[config.mk]
export PLATFORM = sky130hd
export DESIGN_NAME = imem_loader
export DESIGN_NICKNAME = d
export VERILOG_FILES = /design/src/rtl/imem_loader_pkg.sv /design/src/rtl/word_packer.sv /design/src/rtl/imem_loader.sv
export SDC_FILE = /design/constraint.sdc
export NUM_CORES = 1
export LEC_CHECK = 0
export BUFFER_PORTS_ARGS = -buffer_cell sky130_fd_sc_hd__buf_2
export CAP_MARGIN = 10
export CORE_ASPECT_RATIO = 0.75
export CORE_MARGIN = 1.5
export CORE_UTILIZATION = 35
export DETAILED_ROUTE_END_ITERATION = 10
export RECOVER_POWER = 50
export SLEW_MARGIN = 20
export SYNTH_ARGS = -nofsm -noshare
export SYNTH_HDL_FRONTEND = slang
export SYNTH_SLANG_ARGS = --single-unit
[constraint.sdc]
create_clock -name clk -period 2.5 [get_ports clk]
set_input_delay 0.25 -clock clk [delete_from_list [all_inputs] [get_ports clk]]
set_output_delay 0.25 -clock clk [all_outputs]
set_load 0.1 [all_outputs]
[src/rtl/imem_loader_pkg.sv]
// Shared types and stream constants for the instruction-memory loader.
// Imported by imem_loader and word_packer.
package imem_loader_pkg;

    typedef enum logic [2:0] {
        S_IDLE,
        S_LEN_LO,
        S_LEN_HI,
        S_DATA,
        S_WRITE,
        S_CHECK,
        S_DONE,
        S_ERROR
    } state_t;

    localparam int LEN_BYTES      = 2;
    localparam int BYTES_PER_WORD = 4;

    // Byte address of a word slot; wraps modulo 2^32.
    function automatic logic [31:0] word_addr(input logic [31:0] base,
                                              input logic [31:0] idx);
        return base + (idx << 2);
    endfunction

endpackage

[src/rtl/word_packer.sv]
// Little-endian byte-lane packer: fills a 32-bit word one byte at a time
// and flags the byte that completes it.
module word_packer
    import imem_loader_pkg::*;
(
    input  logic        clk,
    input  logic        rst,
    input  logic        clear,
    input  logic        shift_en,
    input  logic [7:0]  byte_data,
    output logic [31:0] word,
    output logic        word_full
);

    localparam int CNT_W = $clog2(BYTES_PER_WORD);

    logic [CNT_W-1:0] byte_index;

    // NOTE: state registers use non-blocking assignments so every flop
    // samples pre-edge values regardless of process evaluation order.
    always_ff @(posedge clk or posedge rst) begin
        if (rst) begin
            byte_index <= '0;
            word       <= '0;
        end else if (clear) begin
            byte_index <= '0;
            word       <= '0;
        end else if (shift_en) begin
            word[{byte_index, 3'b000} +: 8] <= byte_data;
            byte_index                      <= byte_index + 1'b1;
        end
    end

    assign word_full = shift_en && (byte_index == CNT_W'(BYTES_PER_WORD - 1));

endmodule

[src/rtl/imem_loader.sv]
// Length-prefixed byte-stream loader for the instruction memory; holds the
// core in reset until the image is in. Optional checksum: IMEM_LOADER_CHECKSUM_EN.
module imem_loader
    import imem_loader_pkg::*;
#(
    parameter int          MEM_WORDS = 256,
    parameter logic [31:0] BASE_ADDR = 32'h0000_0000
) (
    input  logic        clk,
    input  logic        rst,
    input  logic        start,
    input  logic        byte_valid,
    input  logic [7:0]  byte_data,
    output logic        byte_ready,
    output logic        mem_we,
    output logic [31:0] mem_addr,
    output logic [31:0] mem_wdata,
    output logic        cpu_reset,
    output logic        done,
    output logic        error
);

    localparam int IDX_W = $clog2(MEM_WORDS) + 1;

    state_t                   state, state_nxt;
    logic [8*LEN_BYTES-1:0]   len;
    logic [8*LEN_BYTES-1:0]   len_rx;
    logic [IDX_W-1:0]         word_index;
    logic [31:0]              packed_word;
    logic                     accept;
    logic                     start_ok;
    logic                     word_full;
    logic                     last_word;

    assign accept   = byte_valid && byte_ready;
    assign start_ok = start && (state == S_IDLE || state == S_DONE || state == S_ERROR);
    assign len_rx   = {byte_data, len[7:0]};
    assign last_word = (16'(word_index) == len - 16'd1);

`ifdef IMEM_LOADER_CHECKSUM_EN
    localparam state_t S_FINAL = S_CHECK;

    logic [7:0] csum;

    always_ff @(posedge clk or posedge rst) begin
        if (rst) begin
            csum <= '0;
        end else if (start_ok) begin
            csum <= '0;
        end else if (state == S_DATA && accept) begin
            csum <= csum ^ byte_data;
        end
    end
`else
    localparam state_t S_FINAL = S_DONE;
`endif

    word_packer u_packer (
        .clk       (clk),
        .rst       (rst),
        .clear     (start_ok),
        .shift_en  (state == S_DATA && accept),
        .byte_data (byte_data),
        .word      (packed_word),
        .word_full (word_full)
    );

    always_ff @(posedge clk or posedge rst) begin
        if (rst) begin
            state <= S_IDLE;
        end else begin
            state <= state_nxt;
        end
    end

    always_ff @(posedge clk or posedge rst) begin
        if (rst) begin
            len        <= '0;
            word_index <= '0;
        end else if (start_ok) begin
            len        <= '0;
            word_index <= '0;
        end else begin
            if (state == S_LEN_LO && accept) len[7:0]  <= byte_data;
            if (state == S_LEN_HI && accept) len[15:8] <= byte_data;
            if (state == S_WRITE)            word_index <= word_index + 1'b1;
        end
    end

    // NOTE: next state takes a default first so no path through the case
    // leaves it unassigned and infers a latch.
    always_comb begin
        state_nxt = state;
        case (state)
            S_IDLE, S_DONE, S_ERROR: begin
                if (start) state_nxt = S_LEN_LO;
            end
            S_LEN_LO: begin
                if (accept) state_nxt = S_LEN_HI;
            end
            S_LEN_HI: begin
                if (accept) begin
                    if (len_rx > 16'(MEM_WORDS)) state_nxt = S_ERROR;
                    else if (len_rx == 16'd0)    state_nxt = S_FINAL;
                    else                         state_nxt = S_DATA;
                end
            end
            S_DATA: begin
                if (word_full) state_nxt = S_WRITE;
            end
            S_WRITE: begin
                state_nxt = last_word ? S_FINAL : S_DATA;
            end
`ifdef IMEM_LOADER_CHECKSUM_EN
            S_CHECK: begin
                if (accept) state_nxt = (csum == byte_data) ? S_DONE : S_ERROR;
            end
`endif
            default: state_nxt = S_IDLE;
        endcase
    end

    // All handshake and status outputs are pure decodes of the state register.
    assign byte_ready = (state == S_LEN_LO) || (state == S_LEN_HI) ||
                        (state == S_DATA)   || (state == S_CHECK);
    assign mem_we     = (state == S_WRITE);
    assign mem_addr   = word_addr(BASE_ADDR, 32'(word_index));
    assign mem_wdata  = packed_word;
    assign cpu_reset  = (state != S_DONE);
    assign done       = (state == S_DONE);
    assign error      = (state == S_ERROR);

endmodule
After elaboration in Yosys (flattened, before gate mapping)
Index checks and enable logic that the tools add are counted.
{"block": "totals", "regBits": 62, "inputBits": 12, "out_inout_bits": 69, "wordCells": 64}
{"block": "classes", "n_addsub": 4, "order_cmp": 1, "n_eq_ne": 14, "n_shift": 2, "n_mux": 18, "n_reduce_logical": 19}
{"op": "2-to-1 mux 32 bit", "count": 2}
{"op": "bitwise mux 32 bit", "count": 1}
{"op": "variable shift 8 x 7 -> 32 bit, first input constant", "count": 1}
{"op": "variable part select 8 x 7 -> 32 bit", "count": 1}
{"op": "2-to-1 mux 3 bit", "count": 7}
{"op": "2-to-1 mux 9 bit", "count": 2}
{"op": "== test 9 x 16 -> 1 bit", "count": 1}
{"op": "greater-than comparator 16 x 9 -> 1 bit, second input constant", "count": 1}
{"op": "zero test 16 bit", "count": 1}
{"op": "2-to-1 mux 16 bit", "count": 1}
{"op": "2-to-1 mux 8 bit", "count": 2}
{"op": "subtractor 16 x 1 -> 16 bit, second input constant", "count": 1}
{"op": "case mux 3 bit (5 select lines)", "count": 1}
{"op": "== test 3 bit, second input constant", "count": 4}
{"op": "adder 9 x 1 -> 9 bit, second input constant", "count": 1}
{"op": "nonzero test 2 bit", "count": 4}
{"op": "negation 5 -> 7 bit", "count": 1}
{"op": "== test 3 x 2 -> 1 bit, second input constant", "count": 2}
{"op": "logical AND 1 bit", "count": 6}
{"op": "!= test 2 bit, second input constant", "count": 3}
{"op": "logical OR 1 bit", "count": 5}
{"op": "2-to-1 mux 2 bit", "count": 2}
{"op": "AND reduction 4 bit", "count": 1}
{"op": "== test 3 x 1 -> 1 bit, second input constant", "count": 1}
{"op": "other kinds (6)", "count": 6}

Depth between registers and ports, before layout
{"block": "logic_depth", "ltp_word": 9, "depth_mapped": 8, "depth_no_buf": 7}

Hierarchy
A second synthesis with hierarchy kept.
{"block": "hier_totals", "hier_cells": 342, "area_unflattened_um2": 3647.2}
{"mod": "imem_loader", "instances": 1, "cells_per_inst": 218, "area_per_inst_um2": 1986.9, "seq_area_each_um2": 700.7}
{"mod": "word_packer", "instances": 1, "cells_per_inst": 124, "area_per_inst_um2": 1660.3, "seq_area_each_um2": 850.8}

Worst setup path before layout
OpenSTA, ideal clock, no wires.
{"block": "synth_path", "path_type": "register to output", "start": "register state[1]", "end": "output byte_ready", "arrival_ns": 2.688, "required_ns": 2.250, "slack_ns": -0.438, "path_stages_with_launch": 4, "path_buffers": 1, "cell_sequence": "dfrtp_1 buf_2 inv_2 o21ai_0"}
{"block": "synth_between", "elab_chain_cells": 4}
{"item": "from (decl)", "line": "imem_loader.sv:25", "rtl": "state_t state, state_nxt;"}
{"item": "from (signal assigned)", "line": "imem_loader.sv:72", "rtl": "state <= state_nxt;"}
{"item": "== test 3 x 1 -> 1 bit or == test 3 x 2 -> 1 bit (tied branches)", "line": "imem_loader.sv:124", "rtl": "assign byte_ready = (state == S_LEN_LO) || (state == S_LEN_HI) ||"}
{"item": "logical OR 1 bit (2 in series)", "line": "imem_loader.sv:124"}
{"item": "logical OR 1 bit (*)", "line": "imem_loader.sv:125", "rtl": "(state == S_DATA) || (state == S_CHECK);"}
{"item": "to (decl)", "line": "imem_loader.sv:14", "rtl": "output logic byte_ready,"}
Mark *: on every way between the ends. The rest lies on a longest branch, timed or not.

Worst setup path in the final report
{"block": "layout_path", "start": "register len[0]", "end": "register state[2]"}
{"block": "layout_between", "elab_chain_cells": 5}
{"item": "from (decl)", "line": "imem_loader.sv:26", "rtl": "logic [8*LEN_BYTES-1:0] len;"}
{"item": "from (signal assigned)", "line": "imem_loader.sv:84", "rtl": "if (state == S_LEN_LO && accept) len[7:0] <= byte_data;"}
{"item": "branches (longest 4 deep; another with subtractor 16 x 1 -> 16 bit)"}
{"item": "case mux 3 bit (5 select lines) (*)", "line": "imem_loader.sv:94", "rtl": "case (state)"}
Mark *: on every way between the ends. The select of a mux whose other input is x is not followed.
A chain may end at the register's enable or synchronous reset.

==> flow_summary.yaml <==
power:
  leakagePower_nw: 1.854
  p_total_w: 0.006045
  powerDensity_nw_per_um2: 1517
  vdd_ir_drop_max_uv: 402.0
timing:
  rsz0062_at_grt: "false"
  setup_tns_ns: 0
  slew_headroom_pct: 21.62
  skew_ns: 0.009820
  min_period_ns: 2.208
  slew_viol_final: 0
  fin_hold_ws_ns: 0.1966
  worstMarginPinSlew_ns: 1.181
  fmax_mhz: 452.8
  finalHoldViolCount: 0
  fin_crit_sh_pct: 88.34
  final-setup-viol-count: 0
logic_synthesis:
  synthCells: 317
  synth-seq-cells: 62
  synth_edf_count: 0
  yosys_warnings: 0
  ys.flop_type: "dfrtp_1"
  synth_seq_area_share_pct: 46.15
  synth.distinct_cells: 54
  synthArstFlopShare_pct: 100.0
  syn_area_per_cell_um2: 10.61
  synthesis.area_um2: 3362
cts:
  cts_tree: "done"
  cts_sinks: 62
  cts.repair.resized: 0
  numCtsBuffers: 9
  hold_buffers: 0
  cts_max_level: 3
  clock_latency_ns: 0.33
  post_cts_buffers: 0
  clock_path_buffers: 2
  root_buffer: "clkbuf_16"
  clkTransAtPathRegs_ns: 0.06
finish:
  finish.instance_area_um2: 3984
  nNetsFinal: 393
  fillers: 910
  synthToLayoutAreaGrowth_pct: 18.50
  diodes: 0
  drive_above_1_share_pct: 17.94
critical_path:
  cp-end-kind: "register"
  start_kind: "register"
  crit_fanout: 8
  crit_arrival_ns: 2.41
  cp.required_ns: 2.70
  crit_type: "register to register"
global_route:
  grt_pass1_vias: 2413
  antenna_found_initial: 0
  overflow: 0
  grt_max_degree: 29
  grt_usage_pct: 17.23
  grt_pass1_wl_um: 13010
floorplanning:
  die_w_um: 116.2
  rows: 30
  die-area_um2: 10210
  io_pins: 81
  coreArea_um2: 9196
  initial_utilization_pct: 36.56
  dieHeight_um: 87.88
placement:
  place_congestion: 0.8958
  post_dp_cell_area_um2: 3692
  dp_hpwl_um: 5838
  io_buffer_count: 57
min_path:
  min_path_type: "primary input to asynchronous set/reset pin"
run:
  max-cap-violations: 0
routing:
  wl_per_cell_um: 16.51
  routed_wl_um: 8372
  via_per_inst: 5.191
  detail_route.drc_violations: 0
  ant_nets: 0
  vias: 2632
  drtIter0Drc: 214
  dr.pass1.iters: 4
outcome:
  outcome: "completed"
per-stage QoR:
step / util (%) / setup slack (ns) / instances
after CTS: 43.71 / 0.3035 / 507
after global routing: 43.32 / 0.1646 / 507
after detailed placement: 40.15 / 0.3160 / 491
after floorplan: - / 0.001448 / 339
after global placement: 40.15 / 0.4086 / 491
final: 43.32 / 0.2916 / 507
path summary, 6_finish.rpt:
check | startpoint | endpoint | slack (ns) | cells after the start
max | len[0] | state[2] | 0.29 | 7
min | rst | len[6] | 0.20 | 2
max reg2reg | len[0] | state[2] | 0.29 | 7
min reg2reg | u_packer.word[0] | u_packer.word[0] | 0.50 | 1
max in group asynchronous | rst | u_packer.word[6] | 0.70 | 3
min in group clk | byte_data[1] | u_packer.word[1] | 0.29 | 2
cells in the mapped netlist (2+ instances only):
| library cell | n | share of area (%) |
|---|---|---|
| nor2_2 | 3 | 0.56 |
| xnor2_1 | 9 | 2.3 |
| o21a_1 | 2 | 0.45 |
| a211oi_1 | 4 | 0.89 |
| clkbuf_1 | 3 | 0.33 |
| o2111ai_1 | 4 | 1.0 |
| nor3_4 | 2 | 0.97 |
| nor3_2 | 2 | 0.60 |
| nor3_1 | 7 | 1.0 |
| clkbuf_2 | 2 | 0.30 |
| nand3_1 | 4 | 0.60 |
| a21oi_1 | 6 | 0.89 |
| nor3b_1 | 2 | 0.45 |
| nand2_1 | 10 | 1.1 |
| a22o_1 | 32 | 8.3 |
| mux2i_1 | 18 | 5.4 |
| xor2_1 | 12 | 3.1 |
| a311oi_1 | 2 | 0.52 |
| o21ai_0 | 3 | 0.45 |
| nor2b_1 | 3 | 0.56 |
| nor4_1 | 3 | 0.56 |
| ha_1 | 7 | 2.6 |
| inv_2 | 2 | 0.22 |
| o211ai_1 | 3 | 0.67 |
| inv_1 | 9 | 1.0 |
| nor2_1 | 36 | 4.0 |
| or3_1 | 2 | 0.37 |
| and4_1 | 3 | 0.78 |
| nor4b_1 | 2 | 0.52 |
| buf_4 | 23 | 5.1 |
| dfrtp_1 | 62 | 46 |
| nand4_1 | 5 | 0.93 |
| buf_2 | 9 | 1.3 |
report_power, final:
group | total [W] | switching (W) | internal (W)
Clock | 0.00136 | 0.000474 | 0.000884
Combinational | 0.00299 | 0.00217 | 0.000825
Sequential | 0.00169 | 0.000416 | 0.00128
Total | 0.00604 | 0.00306 | 0.00299
final cells by class:
class | count | area (um2) | share of cell area (%)
timing repair buffer | 62 | 286.5 | 7.192
multi-input combinational | 228 | 1613 | 40.48
sequential | 62 | 1551 | 38.94
clock buffer | 9 | 225.2 | 5.653
inverter | 11 | 45.04 | 1.131
clock inverter | 7 | 102.6 | 2.575
tap | 128 | 160.2 | 4.020
layout by cell type (no fill, tap or decap), types with 4 or more instances in the layout:
master / instances
a22o_1: 32
o2111ai_1: 4
xor2_1: 12
conb_1: 23
buf_2: 34
nand3_1: 4
clkbuf_1: 25
nand2_1: 10
nor3_1: 7
clkbuf_16: 9
inv_1: 8
ha_1: 7
a211oi_1: 4
mux2i_1: 18
dfrtp_1: 62
xnor2_1: 9
a21oi_1: 6
nor2_1: 36
nand4_1: 5
worst max-delay path, stage by stage (launching register included):
cell     delay [ns]
dfrtp_1        0.43
inv_1          0.08
ha_1           0.32
or4b_4         0.54
o21ai_0        0.17
nor4b_1        0.29
o22a_1         0.20
o21ai_1        0.05
cell families (layout without fill, tap and decap cells):
logic type | after synthesis | in the layout | share of synthesized area, %
buf+inv | 49 | 89 | 8.448
xor+xnor | 21 | 21 | 5.471
fa+ha+maj | 7 | 7 | 2.605
compound gates | 67 | 67 | 16.23
flops | 62 | 62 | 46.15
mux | 18 | 18 | 5.359
simple gates | 92 | 92 | 15.63
other cells | 1 | 23 | 0.1115
flip-flops by register name, indices dropped and copies added (netlist names):
signal and cells:
u_packer.word 32, len 16, word_index 9, state 3
u_packer.byte_index 2
metal layers:
metal / share of wire [%] / GRT usage (%) / vias up
li1: - / - / 1224
met1: 48 / 26.20 / 1316
met2: 45 / 23.53 / 83
met3: 6.3 / 4.983 / 9
met4: 0.98 / 4.989 / 0
met5: 0 / 0 / -
Power figures use the tool's default switching activity.
